[config.mk]
export PLATFORM = sky130hd
export DESIGN_NAME = seq_state_driver
export DESIGN_NICKNAME = d
export VERILOG_FILES = /design/src/rtl/seq_pkg.sv /design/src/rtl/seq_state_driver_next_state.sv /design/src/rtl/seq_state_driver.sv
export SDC_FILE = /design/constraint.sdc
export NUM_CORES = 1
export LEC_CHECK = 0
export ABC_AREA = 0
export ABC_CLOCK_PERIOD_IN_PS = 3800
export CAP_MARGIN = 25
export CORE_UTILIZATION = 50
export CTS_CLUSTER_SIZE = 14
export DETAILED_ROUTE_END_ITERATION = 10
export HOLD_SLACK_MARGIN = 0.1
export PLACE_DENSITY = 0.93
export SLEW_MARGIN = 10
export SYNTH_ARGS = -nofsm -noshare
export SYNTH_HDL_FRONTEND = slang
export SYNTH_SLANG_ARGS = --single-unit
[constraint.sdc]
create_clock -name clk -period 3.8 [get_ports clk]
set_clock_uncertainty 0.05 [all_clocks]
set_input_delay 1.14 -clock clk [delete_from_list [all_inputs] [get_ports clk]]
set_output_delay 1.14 -clock clk [all_outputs]
set_load 0.02 [all_outputs]
[src/rtl/seq_pkg.sv]
// Shared constants and next-state function for the serial sequence detector
// that feeds the 3-bit Mealy output decoder.
package seq_pkg;

  localparam int STATE_W = 3;

  localparam logic [STATE_W-1:0] S0 = 3'b000;
  localparam logic [STATE_W-1:0] S1 = 3'b001;
  localparam logic [STATE_W-1:0] S2 = 3'b010;
  localparam logic [STATE_W-1:0] S3 = 3'b011;
  localparam logic [STATE_W-1:0] S4 = 3'b100;
  localparam logic [STATE_W-1:0] S5 = 3'b101;

  // Encodings 110/111 are unreachable and fall back to S0.
  function automatic logic [STATE_W-1:0] seq_next(input logic [STATE_W-1:0] state,
                                                  input logic bit_in);
    logic [STATE_W-1:0] nxt;
    nxt = S0;
    case (state)
      S0:      nxt = bit_in ? S3 : S1;
      S1:      nxt = bit_in ? S2 : S1;
      S2:      nxt = bit_in ? S3 : S4;
      S3:      nxt = bit_in ? S3 : S4;
      S4:      nxt = bit_in ? S5 : S1;
      S5:      nxt = bit_in ? S3 : S4;
      default: nxt = S0;
    endcase
    return nxt;
  endfunction

endpackage

[src/rtl/seq_state_driver_next_state.sv]
// Purely combinational next-state table of the sequence detector.
module seq_next_state
  import seq_pkg::*;
(
  input  logic [STATE_W-1:0] state,
  input  logic               bit_in,
  output logic [STATE_W-1:0] next_state
);

  assign next_state = seq_next(state, bit_in);

endmodule

[src/rtl/seq_state_driver.sv]
// Sequence detector front end: accepts serial bits and presents each registered
// {state, bit} pair to the Mealy decoder. Optional SEQ_ERR_CHECK_EN adds a sticky illegal-state flag.
module seq_state_driver
  import seq_pkg::*;
#(
  parameter int CNT_W = 16
) (
  input  logic               clk,
  input  logic               rst,
  input  logic               clr,
  input  logic               in_valid,
  output logic               in_ready,
  input  logic               in_bit,
  output logic               out_valid,
  input  logic               out_ready,
  output logic               s2,
  output logic               s1,
  output logic               s0,
  output logic               i,
  output logic [CNT_W-1:0]   bit_cnt,
  output logic               err,
  output logic [STATE_W-1:0] state_dbg
);

  // Handshake: a transfer happens on a rising edge where valid & ready are both
  // high; valid never waits on ready, and a held valid keeps its data stable.
  logic               acc;
  logic               illegal;
  logic [STATE_W-1:0] state_q;
  logic [STATE_W-1:0] state_nxt;
  logic [STATE_W-1:0] out_state_q;

  assign in_ready  = !out_valid || out_ready;
  assign acc       = in_valid && in_ready;
  assign illegal   = (state_q == 3'b110) || (state_q == 3'b111);
  assign state_dbg = state_q;
  assign {s2, s1, s0} = out_state_q;

  seq_next_state u_next (
    .state      (state_q),
    .bit_in     (in_bit),
    .next_state (state_nxt)
  );

  // Detector state: clear and the illegal-state recovery override any accept.
  always_ff @(posedge clk) begin
    if (rst || clr) begin
      state_q <= S0;
    end
`ifdef SEQ_ERR_CHECK_EN
    else if (illegal) begin
      state_q <= S0;
    end
`endif
    else if (acc) begin
      state_q <= state_nxt;
    end
  end

  // One-entry output register; it still captures the pre-clear state when clr
  // and an accept coincide.
  always_ff @(posedge clk) begin
    if (rst) begin
      out_valid   <= 1'b0;
      out_state_q <= S0;
      i           <= 1'b0;
    end else if (acc) begin
      out_valid   <= 1'b1;
      out_state_q <= state_q;
      i           <= in_bit;
    end else if (out_ready) begin
      out_valid   <= 1'b0;
    end
  end

  always_ff @(posedge clk) begin
    if (rst || clr) begin
      bit_cnt <= '0;
    end else if (acc && (bit_cnt != {CNT_W{1'b1}})) begin
      bit_cnt <= bit_cnt + 1'b1;
    end
  end

`ifdef SEQ_ERR_CHECK_EN
  always_ff @(posedge clk) begin
    if (rst) begin
      err <= 1'b0;
    end else if (illegal) begin
      err <= 1'b1;
    end
  end
`else
  assign err = 1'b0;
  logic unused_illegal;
  assign unused_illegal = illegal;
`endif

endmodule

==> results.txt <==
The starting density of the core came out at between 50% and 60%. The setup slack of the worst register-to-register path is 1.65 ns. The number of iterations in the first detailed-routing pass came out at 4. In this run the remaining antenna-violating nets after routing total 0.

The cell row count came out at 17. The number of instances in the synthesized netlist is 146. In the routed layout, each cell is associated on average with a via count of 6.17. TritonCTS built the clock tree. The fraction of final layout cells with drive strength greater than 1 came out at 8.67%. Buffers added to address setup during post-CTS repair amount to 0. The total I/O pin count is 32. The count of endpoints failing hold in the final timing report came out at 0. Counting along the longest clock path gives a buffer depth of 2.

The most used flip-flop cell after synthesis is dfxtp_1. The final total negative setup slack came out at 0 ns. The number of enable-type register cells in the synthesized netlist is 0. The critical path goes through clkdlybuf4s50_1, nor2b_4, inv_2, clkdlybuf4s50_1. The number of buffers added by the clock tree synthesis step came out at 3.

Setup repair after global routing left no endpoint under its margin. The area used by multi-input combinational logic is between 700 and 800 um^2. The run finished with clean final reports. The die extent in x is 52.5 um.

The total routed wirelength is a little over 3 mm. The area growth from synthesis to layout came out at 27.3%. The distinct cell type count after synthesis came out at 43. The clock latency on the worst-skew pair came out at 0.32 ns. VDD sags by at most 0.224 mV.

The data arrival time of the critical path is roughly 2.4 ns. The first-pass GRT wire length came out at just over 5 mm. The total power divided by cell area came out at between 300 and 400 nW/um^2. The die is between 50 and 60 um tall. Routability-driven placement finished with a final weighted congestion of 0.790. The final routed DRC violation total is 0. The fraction of registers with async set or reset after synthesis is 0%. In the post-synthesis netlist, the biggest area contributors are dfxtp_1, a21oi_1, nand2_1. The stage delay of the slowest cell on the critical path came out at approximately 0.6 ns. The post-synthesis sequential element count came out at 24.

The sequential share of power is 52.9%. Entering global routing, the biggest net connects 23 pins. Of the post-synthesis cell area, the dominant cell type holds 37.7%. The detailed-route wire length per cell came out at 15.0 um. The library cell contributing the largest single delay on the critical path is clkdlybuf4s50_1.

Broken down by cell family, the worst path's largest delay share belongs to buffers and inverters. Summing the sequential cell areas from Yosys gives 37.7% of the chip area. The level count of the clock H-tree is 1.

After floorplanning, the core was sized to cover 2300 um^2. The post-synth net total came out at 153. The commonest cells after synthesis are dfxtp_1, nand2_1, a21oi_1. The internal power came out at between 300 and 400 uW. The fraction of the cycle the final worst path needs came out at 94.8%. The required arrival time at the worst endpoint is 2.61 ns. The clock period minus worst slack is 3.60 ns.

Detailed routing inserted a total of 1,240 vias. The most repeated library cell on the critical path is clkdlybuf4s50_1. The largest driver fanout on the critical path is 5. The master cell of the clock root buffer is clkbuf_4.

The CTS sink count is 24. The number of buffer and inverter instances along the worst setup path came out at 3. The transition time at the pin with the least slew margin came out at 0.683 ns. For this design the static power due to leakage is between 0.0005 and 0.0006 uW. The register area came out at between 400 and 500 um^2.

The highest attainable clock frequency came out at 278 MHz. The worst pin sits at a relative slew slack of ~54%. The post-synthesis cell type with the largest combined area is dfxtp_1.

The share of total power dissipated in combinational logic is 9.3%. The placed wire-length estimate after detailed placement is roughly 2.1 mm. The final-stage net count is 181. The number of warnings reported in the yosys synthesis log is 0. The detailed router's first-iteration violation count is 30. The port buffer count came out at 30. The critical path is of the in -> out type.

The count of cells resized by post-cts repair came out at 0. The post-synthesis cell area is around 1300 um^2. The tightest min-delay check is of the reg -> reg type.

dfxtp_1 is the most common cell in the netlist. The overall global routing resource usage came out at 25.0%. The via count of the first global-routing pass was 1,196. The initial antenna violation count is 0.

The worst setup path is launched from an input pin. The worst setup path is captured at a primary output. For this run the aggregate overflow at the end of global routing stands at 0.

The full die area is ~2800 um^2. The clock network accounts for 37.8% of the total power. For this design the total switching power over the nets is between 100 and 150 uW. The register clock-pin slew on the reported worst setup and hold paths came out at 0.14 ns. The total power of the final layout came out at 490 uW.

Setup violations remaining at the end of the flow were counted as 0. The average cell area after synthesis came out at 8.73 um^2. Of the total power, the share spent switching nets is between 20% and 30%. The number of antenna diodes is 0. The final-report max-slew violation count came out at 0. The fill cell instance count of the final layout came out at 192. Across the run, the number of max-cap violations was 0. The hold-fix buffer count after cts came out at 0.
## power by group through the flow
stage	clock (uW)	sequential, uW	combinational [uW]
4_1_cts	186	259	45.3
3_3_place_gp	0	264	43.4
3_5_place_dp	0	264	45.0
5_1_grt	196	260	49.8
6_report	185	259	45.4
2_1_floorplan	0	268	24.1
## worst register-to-register path: cells and delay by family (launching register included)
kind / cells / cell delay (ns)
adder cells (fa/ha/maj): 1 / 0.34
AO/OA/AOI/OAI: 1 / 0.28
AND/OR/NAND/NOR: 3 / 0.89
flip-flops: 1 / 0.52
## per-layer routing
| metal | vias to the layer above | routed length, um | GRT usage, % |
|---|---|---|---|
| met4 | 0 | 42 | 10.5 |
| li1 | 599 | - | - |
| met1 | 583 | 1310 | 29.6 |
| met3 | 8 | 172 | 5.22 |
| met5 | - | 0 | 0 |
| met2 | 50 | 1500 | 43.2 |
## sequential cells by signal (all words and copies together), names as in the netlist
signal and flops:
bit_cnt 16, i 1, out_state_q 3, out_valid 1
state_dbg 3
## per-stage QoR
| stage | hold WS, ns | util [%] | worst slack, ns | std cells | instance area [um^2] |
|---|---|---|---|---|---|
| after floorplan | 0.483 | - | 1.27 | 146 | 1270 |
| after global placement | 0.395 | 68.4 | 0.213 | 197 | 1570 |
| after detailed placement | 0.406 | 68.4 | 0.206 | 197 | 1570 |
| after CTS | 0.428 | 70.6 | 0.206 | 201 | 1620 |
| after global routing | 0.461 | 70.6 | 0.168 | 201 | 1620 |
| final | 0.425 | 70.6 | 0.197 | 201 | 1620 |
## cell usage in the layout (no fill, tap or decap), types with 2 or more instances in the layout
cell / count
clkdlybuf4s50_1: 30
dfxtp_1: 24
nand2_1: 21
a21oi_1: 17
nand3_1: 7
o31ai_1: 7
or4_1: 7
or3_1: 6
nor2_1: 5
mux2i_1: 5
nor4_1: 4
o21ai_0: 3
nand2b_1: 3
clkbuf_4: 3
nand4_4: 2
nand4_1: 2
nor3_1: 2
inv_1: 2
## cell type report
class | count | share of cell area, %
repair buffers | 30 | 18.5
inverters | 3 | 0.694
flip-flops and latches | 24 | 29.6
clock inverters | 1 | 1.85
multi-input cells | 112 | 45.8
well taps | 28 | 2.16
clock buffers | 3 | 1.39
## final timing paths
kind,endpoint,start,cells past startpoint
max,in_ready,out_ready,4
min,out_state_q[2]$_SDFFE_PP0P_,out_state_q[2]$_SDFFE_PP0P_,2
max reg2reg,bit_cnt[7]$_SDFFE_PP0P_,bit_cnt[0]$_SDFFE_PP0P_,5
min reg2reg,out_state_q[2]$_SDFFE_PP0P_,out_state_q[2]$_SDFFE_PP0P_,2
## kinds of logic after synthesis
logic type | synth area share (%)
flip-flops | 37.7
AND/OR/NAND/NOR | 35.2
XOR/XNOR | 0.687
buffers and inverters | 4.02
other | 0.294
AO/OA/AOI/OAI | 17.2
multiplexers | 3.93
adder cells (fa/ha/maj) | 0.981
Power figures use the tool's default switching activity.
